--- src/rtl/mem_pkg.sv ---
// Shared types, AXI encodings and access-size helpers for the data-memory path.
package mem_pkg;

   typedef enum logic [1:0] {BYTE, HALF, WORD, DOUBLE} Mem_Size;

   typedef enum logic [2:0] {IDLE, RD_ADDR, RD_DATA, WR_REQ, WR_RESP, DONE} dmem_state_t;

   localparam logic [1:0] AXI_BURST_INCR = 2'b01;
   localparam logic [2:0] AXI_SIZE_8B    = 3'b011;
   localparam logic [1:0] AXI_RESP_OKAY  = 2'b00;

   function automatic Mem_Size size_from_funct3(input logic [2:0] funct3);
      return Mem_Size'(funct3[1:0]);
   endfunction

   function automatic logic [7:0] strobe_mask(input Mem_Size size);
      case (size)
         BYTE:    return 8'h01;
         HALF:    return 8'h03;
         WORD:    return 8'h0F;
         default: return 8'hFF;
      endcase
   endfunction

   function automatic logic misaligned(input logic [2:0] lane, input Mem_Size size);
      case (size)
         BYTE:    return 1'b0;
         HALF:    return lane[0];
         WORD:    return |lane[1:0];
         default: return |lane;
      endcase
   endfunction

endpackage

--- src/rtl/load_extend.sv ---
// Selects the addressed lane of a 64-bit read beat and sign/zero-extends it by funct3.
// Purely combinational.
module load_extend (
   input  logic [63:0] rdata_i,
   input  logic [2:0]  lane_i,
   input  logic [2:0]  funct3_i,
   output logic [63:0] data_o
);

   logic [63:0] shifted;
   assign shifted = rdata_i >> {lane_i, 3'b000};

   always_comb begin
      data_o = shifted;
      case (funct3_i)
         3'b000:  data_o = {{56{shifted[7]}},  shifted[7:0]};
         3'b001:  data_o = {{48{shifted[15]}}, shifted[15:0]};
         3'b010:  data_o = {{32{shifted[31]}}, shifted[31:0]};
         3'b100:  data_o = {56'd0, shifted[7:0]};
         3'b101:  data_o = {48'd0, shifted[15:0]};
         3'b110:  data_o = {32'd0, shifted[31:0]};
         default: data_o = shifted;
      endcase
   end

endmodule

--- src/rtl/dmem_axi_unit.sv ---
// MEM-stage load/store unit: one single-beat AXI4 read or write per request, 3-cycle best case.
// Accepts only in IDLE (req_ready); busy stalls the pipeline until the one-cycle resp_valid pulse.
module dmem_axi_unit
   import mem_pkg::*;
#(
   parameter int ID_WIDTH    = 13,
   parameter int ADDR_WIDTH  = 64,
   parameter int DATA_WIDTH  = 64,
   parameter int DMEM_AXI_ID = 1
) (
   input  logic                    clk,
   input  logic                    reset,
   input  logic                    req_valid,
   output logic                    req_ready,
   input  logic                    req_is_store,
   input  logic [ADDR_WIDTH-1:0]   req_addr,
   input  logic [DATA_WIDTH-1:0]   req_wdata,
   input  logic [2:0]              req_funct3,
   output logic                    busy,
   output logic                    resp_valid,
   output logic [DATA_WIDTH-1:0]   resp_data,
   output logic                    resp_err,
   output logic [ID_WIDTH-1:0]     m_axi_arid,
   output logic [ADDR_WIDTH-1:0]   m_axi_araddr,
   output logic [7:0]              m_axi_arlen,
   output logic [2:0]              m_axi_arsize,
   output logic [1:0]              m_axi_arburst,
   output logic                    m_axi_arvalid,
   input  logic                    m_axi_arready,
   input  logic [ID_WIDTH-1:0]     m_axi_rid,
   input  logic [DATA_WIDTH-1:0]   m_axi_rdata,
   input  logic [1:0]              m_axi_rresp,
   input  logic                    m_axi_rlast,
   input  logic                    m_axi_rvalid,
   output logic                    m_axi_rready,
   output logic [ID_WIDTH-1:0]     m_axi_awid,
   output logic [ADDR_WIDTH-1:0]   m_axi_awaddr,
   output logic [7:0]              m_axi_awlen,
   output logic [2:0]              m_axi_awsize,
   output logic [1:0]              m_axi_awburst,
   output logic                    m_axi_awvalid,
   input  logic                    m_axi_awready,
   output logic [DATA_WIDTH-1:0]   m_axi_wdata,
   output logic [DATA_WIDTH/8-1:0] m_axi_wstrb,
   output logic                    m_axi_wlast,
   output logic                    m_axi_wvalid,
   input  logic                    m_axi_wready,
   input  logic [ID_WIDTH-1:0]     m_axi_bid,
   input  logic [1:0]              m_axi_bresp,
   input  logic                    m_axi_bvalid,
   output logic                    m_axi_bready
);

   dmem_state_t             state_q;
   logic [ADDR_WIDTH-1:0]   addr_q;
   logic [2:0]              funct3_q;
   logic [DATA_WIDTH-1:0]   wdata_q;
   logic [DATA_WIDTH/8-1:0] wstrb_q;
   logic [DATA_WIDTH-1:0]   resp_data_q;
   logic                    resp_err_q, resp_valid_q;
   logic                    arvalid_q, rready_q, awvalid_q, wvalid_q, bready_q;
   logic                    aw_done_q, w_done_q;
   logic [DATA_WIDTH-1:0]   ext_data;
   logic                    aw_hs, w_hs;
   logic                    req_bad;
   Mem_Size                 req_size;
   logic                    unused_ids;

   assign unused_ids = ^{m_axi_rid, m_axi_bid};

   load_extend u_load_extend (
      .rdata_i  (m_axi_rdata),
      .lane_i   (addr_q[2:0]),
      .funct3_i (funct3_q),
      .data_o   (ext_data)
   );

   assign req_size = size_from_funct3(req_funct3);
   // Misaligned accesses and store funct3 100..111 complete with an error and never touch the bus.
   assign req_bad  = misaligned(req_addr[2:0], req_size) | (req_is_store & req_funct3[2]);
   assign aw_hs    = awvalid_q & m_axi_awready;
   assign w_hs     = wvalid_q & m_axi_wready;

   always_ff @(posedge clk) begin
      if (reset) begin
         state_q      <= IDLE;
         addr_q       <= '0;
         funct3_q     <= '0;
         wdata_q      <= '0;
         wstrb_q      <= '0;
         resp_data_q  <= '0;
         resp_err_q   <= 1'b0;
         resp_valid_q <= 1'b0;
         arvalid_q    <= 1'b0;
         rready_q     <= 1'b0;
         awvalid_q    <= 1'b0;
         wvalid_q     <= 1'b0;
         bready_q     <= 1'b0;
         aw_done_q    <= 1'b0;
         w_done_q     <= 1'b0;
      end else begin
         resp_valid_q <= 1'b0;
         case (state_q)
            IDLE: begin
               if (req_valid) begin
                  addr_q   <= req_addr;
                  funct3_q <= req_funct3;
                  if (req_bad) begin
                     resp_data_q  <= '0;
                     resp_err_q   <= 1'b1;
                     resp_valid_q <= 1'b1;
                     state_q      <= DONE;
                  end else if (req_is_store) begin
                     wdata_q   <= req_wdata << {req_addr[2:0], 3'b000};
                     wstrb_q   <= strobe_mask(req_size) << req_addr[2:0];
                     awvalid_q <= 1'b1;
                     wvalid_q  <= 1'b1;
                     aw_done_q <= 1'b0;
                     w_done_q  <= 1'b0;
                     state_q   <= WR_REQ;
                  end else begin
                     arvalid_q <= 1'b1;
                     state_q   <= RD_ADDR;
                  end
               end
            end
            RD_ADDR: begin
               if (m_axi_arready) begin
                  arvalid_q <= 1'b0;
                  rready_q  <= 1'b1;
                  state_q   <= RD_DATA;
               end
            end
            RD_DATA: begin
               if (m_axi_rvalid) begin
                  rready_q     <= 1'b0;
                  resp_data_q  <= ext_data;
                  resp_err_q   <= (m_axi_rresp != AXI_RESP_OKAY) | ~m_axi_rlast;
                  resp_valid_q <= 1'b1;
                  state_q      <= DONE;
               end
            end
            WR_REQ: begin
               if (aw_hs) begin
                  awvalid_q <= 1'b0;
                  aw_done_q <= 1'b1;
               end
               if (w_hs) begin
                  wvalid_q <= 1'b0;
                  w_done_q <= 1'b1;
               end
               if ((aw_done_q | aw_hs) & (w_done_q | w_hs)) begin
                  bready_q <= 1'b1;
                  state_q  <= WR_RESP;
               end
            end
            WR_RESP: begin
               if (m_axi_bvalid) begin
                  bready_q     <= 1'b0;
                  resp_data_q  <= '0;
                  resp_err_q   <= (m_axi_bresp != AXI_RESP_OKAY);
                  resp_valid_q <= 1'b1;
                  state_q      <= DONE;
               end
            end
            default: state_q <= IDLE;
         endcase
      end
   end

   assign req_ready     = (state_q == IDLE);
   assign busy          = (state_q != IDLE);
   assign resp_valid    = resp_valid_q;
   assign resp_data     = resp_data_q;
   assign resp_err      = resp_err_q;

   assign m_axi_arid    = ID_WIDTH'(DMEM_AXI_ID);
   assign m_axi_araddr  = {addr_q[ADDR_WIDTH-1:3], 3'b000};
   assign m_axi_arlen   = 8'd0;
   assign m_axi_arsize  = AXI_SIZE_8B;
   assign m_axi_arburst = AXI_BURST_INCR;
   assign m_axi_arvalid = arvalid_q;
   assign m_axi_rready  = rready_q;

   assign m_axi_awid    = ID_WIDTH'(DMEM_AXI_ID);
   assign m_axi_awaddr  = {addr_q[ADDR_WIDTH-1:3], 3'b000};
   assign m_axi_awlen   = 8'd0;
   assign m_axi_awsize  = AXI_SIZE_8B;
   assign m_axi_awburst = AXI_BURST_INCR;
   assign m_axi_awvalid = awvalid_q;
   assign m_axi_wdata   = wdata_q;
   assign m_axi_wstrb   = wstrb_q;
   assign m_axi_wlast   = 1'b1;
   assign m_axi_wvalid  = wvalid_q;
   assign m_axi_bready  = bready_q;

endmodule
--- config.mk ---
export PLATFORM = sky130hd
export DESIGN_NAME = dmem_axi_unit
export DESIGN_NICKNAME = d
export VERILOG_FILES = /design/src/rtl/mem_pkg.sv /design/src/rtl/load_extend.sv /design/src/rtl/dmem_axi_unit.sv
export SDC_FILE = /design/constraint.sdc
export NUM_CORES = 1
export LEC_CHECK = 0
export ABC_AREA = 1
export BUFFER_PORTS_ARGS = -buffer_cell sky130_fd_sc_hd__buf_2
export CAP_MARGIN = 20
export CORE_AREA = 3 3 220 222
export CTS_CLUSTER_DIAMETER = 30
export DETAILED_ROUTE_END_ITERATION = 6
export DIE_AREA = 0 0 223 225
export PLACE_DENSITY = 0.53
export SLEW_MARGIN = 15
export SYNTH_ARGS = -nofsm -noshare
export SYNTH_HDL_FRONTEND = slang
export SYNTH_SLANG_ARGS = --single-unit
--- constraint.sdc ---
create_clock -name clk -period 1.9 [get_ports clk]
set_input_delay 0.38 -clock clk [delete_from_list [all_inputs] [get_ports clk]]
set_output_delay 0.38 -clock clk [all_outputs]
set_load 0.03 [all_outputs]
# Word level (Yosys, flattened, before mapping)
# Index checks and enable logic that the tools add are counted.
[word_totals]
ff_bits = 215
input_bits = 235
output_inout_bits = 326
wordCells = 128
[classes]
n_mux = 56
shifts = 3
n_bitwise = 10
n_reduce_logical = 22
eq_ne = 22
[ops]
columns = ["cell", "n"]
rows = [
  ["64-bit case mux with 6 select lines", 1],
  ["64-bit 2-to-1 mux", 4],
  ["64-bit case mux with 3 select lines", 1],
  ["64-bit by 6-bit left shift with 64-bit output", 1],
  ["64-bit by 6-bit >> shifter with 64-bit output", 1],
  ["8-bit 2-to-1 mux", 5],
  ["1-bit 2-to-1 mux", 26],
  ["5-bit AND reduction", 5],
  ["8-bit case mux with 3 select lines", 1],
  ["3-bit 2-to-1 mux", 6],
  ["2-bit inequality test, second input constant", 9],
  ["3-bit case mux with 5 select lines", 1],
  ["1-bit case mux with 2 select lines", 7],
  ["3-bit equality test, second input constant", 4],
  ["2-bit nonzero test", 6],
  ["3-bit by 2-bit equality test with 1-bit output, second input constant", 3],
  ["1-bit case mux with 3 select lines", 3],
  ["8-bit by 3-bit left shift with 8-bit output", 1],
  ["3-bit by 1-bit equality test with 1-bit output, second input constant", 2],
  ["3-bit logical NOT", 2],
  ["3-bit AND reduction", 2],
  ["3-bit nonzero test", 2],
  ["1-bit AND", 4],
  ["2-bit by 1-bit inequality test with 1-bit output, second input constant", 2],
  ["other kinds (10)", 14],
]

# Depth between registers and ports, before layout
# Gate-level depths: netlist of run 1.
[depth]
depth_word = 8
depth_mapped = 13
ltp_nobuf = 11

# Modules after synthesis
# Synthesis of run 1 repeated with hierarchy kept, for this count alone.
[hier_totals]
hier_cells = 2252
hier_area_um2 = 14024.7
[by_module_without_submodules]
columns = ["module", "area_each_um2", "cells_per_inst", "seq_area_each_um2", "instances"]
rows = [
  ["dmem_axi_unit", 11569.8, 1760, 4304.1, 1],
  ["load_extend", 2454.9, 492, 0.0, 1],
]

# Worst setup path before layout of run 1
# OpenSTA, ideal clock, no wires.
[synth_timing]
path_type = "reg2reg"
start = "register state_q[0]"
end = "register resp_data_q[2], in the netlist resp_data[2]"
required_ns = 1.772
path_slack_ns = 0.225
arrival_time_ns = 1.548
setup_time_ns = 0.128
n_path_buf = 1
path_stages_with_launch = 11
period_less_slack_ns = 1.675
path_cell_list = "dfxtp_1 > inv_2 > nand2_1 > nor2_1 > nor3_4 > nand2_4 > inv_2 > buf_6 > nand2_1 > o21ai_1 > nor2_1"
[synth_between]
elab_chain_cells = 3
elab_cells_between_ends = 10
classes_between = "eq/ne (6); mux (1); reduce/logical (3)"
[synth_rtl]
columns = ["element", "line_no", "text"]
rows = [
  ["start: declaration", "dmem_axi_unit.sv:54", "dmem_state_t state_q;"],
  ["start signal: assignment", "dmem_axi_unit.sv:86", "state_q <= IDLE;"],
  ["start signal: assignment", "dmem_axi_unit.sv:112", "state_q <= DONE;"],
  ["start signal: assignment", "dmem_axi_unit.sv:120", "state_q <= WR_REQ;"],
  ["3-bit equality test (tied with other cells)", "dmem_axi_unit.sv:103", "case (state_q)"],
  ["2-bit inequality test (no source line) (tied with other cells)", "--", ""],
  ["5-bit AND reduction (no source line)", "--", ""],
  ["end signal: assignment", "dmem_axi_unit.sv:137", "resp_data_q <= ext_data;"],
  ["end: declaration", "dmem_axi_unit.sv:59", "logic [DATA_WIDTH-1:0] resp_data_q;"],
]
# Parallel ways exist; a longest one is shown, timed or not.
# A chain may end at the register's enable or synchronous reset.

# Worst setup path after layout of run 1
[layout_timing]
start = "register state_q[1]"
end = "output port busy"
[layout_between]
elab_chain_cells = 1
[layout_rtl]
columns = ["element", "line_no", "text"]
rows = [
  ["3-bit nonzero test", "dmem_axi_unit.sv:172", "assign busy = (state_q != IDLE);"],
  ["end: declaration", "dmem_axi_unit.sv:19", "output logic busy,"],
]
# No other way between the ends.

==> impl_metrics.tcl, run 1 <==
set metrics [dict create \
    min_period_ps 1830 \
    die-height_microns 225 \
    final_cell_mix "602 x nand2_1, 471 x buf_2, 246 x nand3_1, 234 x a21oi_1, 211 x dfxtp_1" \
    grt_max_degree 185 \
    synth_top_area_share_pct 32.1 \
    cp-end-kind "output port" \
    synth.area.top_cells "dfxtp_1 32%, nand2_1 17%, buf_4 11%" \
    floorplan.initialDensity_pct 28.8 \
    clkTransAtPathRegs_ps 50 \
    ir_drop_mv 0.713 \
    synth_cells 2084 \
    area_growth_pct 39.2 \
    grt_setup_unrepaired "no" \
    power_density_nw_per_um2 1500 \
    finClkSkew_ps 48.1 \
    clk_latency_ps 630 \
    hold_viol_final 0 \
    crit_path_start_kind "flip-flop" \
    cap_violations 0 \
    cp_data_arrival_time_ps 1450 \
    cts_root_buf "clkbuf_16" \
    setup_viol 0 \
    ys_seq_elements 215 \
    grt_usage_pct 20.4 \
    p_total_mw 28.0 \
    synth_ff_type "dfxtp_1" \
    final_max_slew_viol_count 0 \
    syn_area_sq_um 13400 \
    dp_slack_ps -89.7 \
    synth_cell_types 37 \
    via_per_inst 4.80 \
    cts_tree "built" \
    row_count 79 \
    clock_sinks 215 \
    tns_ps 0 \
    dr.pass1.iters 5 \
    drt_iter0_drc 1051 \
    path_cells "nor2_4 > nand2_4 > buf_6 > buf_8" \
    worstMarginPinSlew_ps 878 \
    final_area_sq_um 18700 \
    wl_met3_microns 4410 \
    routed-wl-met2_microns 26800 \
    n_fill_cell 4968 \
    dp_hpwl_microns 40500 \
    first_global_vias 14600 \
    met1Wirelength_microns 22400 \
    ioPinCount 561 \
    synthArstFlopShare_pct 0 \
    yosysSeqAreaShare_pct 32.1 \
    path_buf_inv 2 \
    path_max_fanout 7 \
    dpl_cell_area_sq_um 15800 \
    max_clock_freq_ghz 0.546 \
    fin_util_pct 40.1 \
    cts.htree.levels 2 \
    numPortBuffers 475 \
    yosysTopAreaCell "dfxtp_1" \
    core_sq_um 46600 \
    slew-limit-headroom_pct 41.4 \
    grt_pass1_wl_microns 81900 \
    clk_path_buf_depth 3 \
    drcViolationCount 0 \
    gr-total-overflow 0 \
    cts_made_buffers 60 \
    synth-edff-count 0 \
    ant_nets 0 \
    ff2ff_setup_slack_ps 130 \
    postLayoutSetupSlackWorst_ps 67.7 \
    synth_warnings 0 \
    syn_avg_cell_area_sq_um 6.43 \
    die_area_sq_um 50200 \
    path_delay_family "flip-flops" \
    highest_layer "met5" \
    hold_ws_ps 39.3 \
    cp.required_ps 1520 \
    gp_congestion 0.907 \
    wl_per_cell_microns 17.5 \
    drive_above_1_share_pct 29.6 \
    dp.cells 3005 \
    crit_path_top_delay_cell "dfxtp_4" \
    grt_antenna_before_repair 10 \
    p_leak_nw 9.12 \
    critical_path_class "reg2out" \
    finalNonFillerCells 3159 \
    nets 2733 \
    period_share_pct 96.4 \
    max_stage_delay_ps 370 \
    vias 15200 \
    worstHoldPathType "in2reg" \
    status "finished, final reports clean" \
    routed_wl_microns 55300 \
    layout_commonest_cell "nand2_1" \
    die_x_microns 223 \
]
-- area by class of cell --
| cell class | instances | area (sq um) | share of cell area, % |
|---|---|---|---|
| antenna | 2 | 5.00 | 0.0268 |
| clock buffer | 76 | 1630 | 8.75 |
| clock inverter | 38 | 646 | 3.46 |
| inverter | 89 | 349 | 1.87 |
| multi-input combinational | 1497 | 6880 | 36.9 |
| sequential | 215 | 4310 | 23.1 |
| tap | 607 | 759 | 4.07 |
| timing repair buffer | 635 | 4070 | 21.8 |
-- final timing paths --
kind / startpoint / to / cells after the start
max: state_q[1] / busy / 4
min: req_addr[33] / addr_q[33] / 3
max reg2reg: addr_q[0] / resp_data[58] / 10
min reg2reg: resp_data[30] / resp_data[30] / 2
-- power by group --
group          total (mW)  internal (mW)  switching [mW]
Combinational        11.2           3.89            7.27
Sequential           5.60           5.14           0.462
Clock                11.3           7.97            3.29
-- metal layers --
layer  GRT usage (%)  up-vias
met2            34.7      494
met4            7.47       16
li1                -     7484
met5               0        -
met3            6.24      104
met1            24.4     7062
-- synth_stat cells (2+ instances only) --
library cell	count
clkinv_1	2
clkbuf_1	69
or2_2	5
nand2_2	5
buf_2	50
nor3_1	7
inv_2	9
conb_1	2
nand3_1	247
dfxtp_1	215
inv_1	77
nand2_1	606
nor2_1	100
o22ai_1	8
buf_1	13
buf_4	196
o21ai_0	102
o211ai_1	22
buf_6	10
a21oi_1	234
nand4_1	22
mux2i_1	21
nor2_4	3
clkbuf_2	3
o21ai_1	44
-- flip-flops by register name, indices dropped and copies added (netlist names), 3 cells and up --
| name | count |
|---|---|
| funct3_q | 3 |
| resp_data | 64 |
| m_axi_wstrb | 8 |
| state_q | 3 |
| addr_q | 64 |
| m_axi_wdata | 64 |
-- kinds of logic after synthesis --
family,Yosys count,share of synthesized area (%)
buffers and inverters,430,18.6
AOI/OAI and AO/OA,417,16.2
and+or+nand+nor,999,31.4
muxes,21,1.57
other,2,0.0560
DFF,215,32.1
-- worst reg2reg max path, delay by kind of cell, from the launching register on --
family,cells,cell delay (ps)
DFF,1,360
buffers and inverters,2,350
AOI/OAI and AO/OA,2,270
and+or+nand+nor,6,630
-- timing repair --
item / 4_1_cts / 5_1_grt
gates resized for setup: 14 / 20
hold buffers: 30 / 0
buffers inserted: 4 / 1
hold endpoints to repair: 30 / 0
pin swaps: 1 / 4
gates cloned: 2 / 2
setup endpoints to repair: 7 / 64
Note: power is estimated with default switching activity, not from simulation.
==> run 2, diff against run 1 <==
Settings changed: CORE_AREA 3 3 220 222 to 5 5 216 218, DIE_AREA 0 0 223 225 to 0 0 221 223, PLACE_DENSITY 0.53 to not set.
==> impl_metrics.tcl, run 2 (synthesis gave the netlist of run 1 again) <==
set metrics [dict create \
    p_leak_nw 9.04 \
    final_area_sq_um 18400 \
    dp_hpwl_microns 41900 \
    cp.required_ps 1520 \
    path_cells "inv_4 > nand2_4 > inv_4 > buf_12 > buf_8" \
    hold_ws_ps 42.5 \
    min_period_ps 1850 \
    drcViolationCount 0 \
    rr_startpoint "state_q[1]" \
    drive_above_1_share_pct 29.9 \
    path_max_fanout 6 \
    cp_data_arrival_time_ps 1470 \
    whs_endpoint "addr_q[29]" \
    clkTransAtPathRegs_ps 40 \
    path_delay_family "flip-flops" \
    gr-total-overflow 0 \
    routed_wl_microns 56200 \
    numPortBuffers 475 \
    max_stage_delay_ps 400 \
    slew-limit-headroom_pct 36.8 \
    final_cell_mix "602 x nand2_1, 471 x buf_2, 246 x nand3_1, 234 x a21oi_1, 211 x dfxtp_1" \
    whs_path_depth 3 \
    tns_ps 0 \
    cts_made_buffers 60 \
    nets 2717 \
    grt_max_degree 185 \
    dr.pass1.iters 7 \
    cts.htree.levels 2 \
    area_growth_pct 37.2 \
    gp_congestion 0.990 \
    clk_path_buf_depth 3 \
    setup_viol 0 \
    crit_path_top_delay_cell "dfxtp_4" \
    postLayoutSetupSlackWorst_ps 49.8 \
    cts_tree "built" \
    power_density_nw_per_um2 1490 \
    die_area_sq_um 49300 \
    worstHoldPathType "in2reg" \
    critical_path_class "reg2out" \
    crit_path_frequent_cell "inv_4" \
    via_per_inst 4.86 \
    ir_drop_mv 0.709 \
    path_buf_inv 4 \
    row_count 78 \
    first_global_vias 14500 \
    ff2ff_setup_slack_ps 90 \
    drt_iter0_drc 1238 \
    cap_violations 0 \
    crit_path_start_kind "flip-flop" \
    cp-end-kind "output port" \
    period_share_pct 97.4 \
    status "finished, final reports clean" \
    grt_usage_pct 21.0 \
    grt_antenna_before_repair 10 \
    timing.rr.end "resp_data[49]" \
    hold_viol_final 0 \
    wl_per_cell_microns 18.0 \
    dpl_cell_area_sq_um 15800 \
    die_x_microns 221 \
    die-height_microns 223 \
    grt_setup_unrepaired "yes" \
    vias 15200 \
    ioPinCount 561 \
    core_sq_um 44700 \
    worstMarginPinSlew_ps 949 \
    max_clock_freq_ghz 0.540 \
    clock_sinks 215 \
    ant_nets 0 \
    finClkSkew_ps 63.5 \
    floorplan.initialDensity_pct 30.0 \
    worstHoldStart "req_addr[29]" \
    final_max_slew_viol_count 0 \
    reg2reg_depth 11 \
    clk_latency_ps 610 \
    grt_pass1_wl_microns 83500 \
    cts_root_buf "clkbuf_16" \
    p_total_mw 27.4 \
    dp_slack_ps -201 \
    layout_commonest_cell "nand2_1" \
]
-- run 2: changes by cell type in the layout (fill, tap and decap cells not counted), sizes merged --
cell and delta:
dlygate4sd3 -19, bufinv -3, buf +3, clkbuf -4
diode +1, clkinvlp -3, clkinv +5
-- run 2: layout make-up --
cell class / count / area, sq um
tap: 600 / 751
clock buffer: 73 / 1650
fill: 4794 / 26300
multi-input combinational: 1497 / 6880
antenna: 3 / 7.51
timing repair buffer: 618 / 3880
inverter: 89 / 347
clock inverter: 36 / 556
sequential: 215 / 4320
timing repair inverter: 1 / 5.00
-- run 2: metrics by stage --
stage | cells | util [%]
3_5_place_dp | 2998 | 35.4
6_report | 3132 | 41.1
2_1_floorplan | 2141 | -
4_1_cts | 3124 | 40.9
5_1_grt | 3130 | 41.1
3_3_place_gp | 2998 | 35.4
-- run 2: worst max-delay path by stage --
stage	start	to	cells after the start
CTS	state_q[1]	req_ready	5
floorplan	state_q[0]	resp_data[2]	10
global route	state_q[1]	resp_data[62]	11
detailed placement	req_addr[0]	m_axi_wdata[56]	8
global placement	req_addr[0]	m_axi_wdata[56]	8
finish	state_q[0]	req_ready	5
-- run 2: worst register-to-register path, cell delays in order (launching register included) --
cell	delay, ps
dfxtp_4	340
buf_4	160
nand2_2	100
nor2_4	50
nand2_1	90
nand2_2	80
nor3_4	210
buf_6	150
nand2_8	90
buf_12	190
nand2_1	70
a21oi_1	60
-- run 2: per-layer routing --
layer | wire, microns | global-route usage (%) | up-vias
li1 | - | - | 7430
met1 | 22700 | 25.8 | 7052
met3 | 4740 | 6.66 | 118
met2 | 26800 | 34.5 | 599
met4 | 1940 | 8.00 | 14
met5 | 84 | 0 | -
-- run 2: what timing repair did --
item	4_1_cts	5_1_grt
buffers inserted	4	3
resized for setup	14	17
pin swaps	2	3
endpoints found under the hold margin	11	0
hold buffers	11	0
setup endpoints to repair	2	98
gates cloned	2	2
-- run 2: report_power, final --
part / total, mW / switching (mW) / leakage, nW / internal [mW]
Sequential: 5.63 / 0.491 / 1.75 / 5.14
Combinational: 11.0 / 7.29 / 6.22 / 3.74
Clock: 10.7 / 3.13 / 1.08 / 7.62
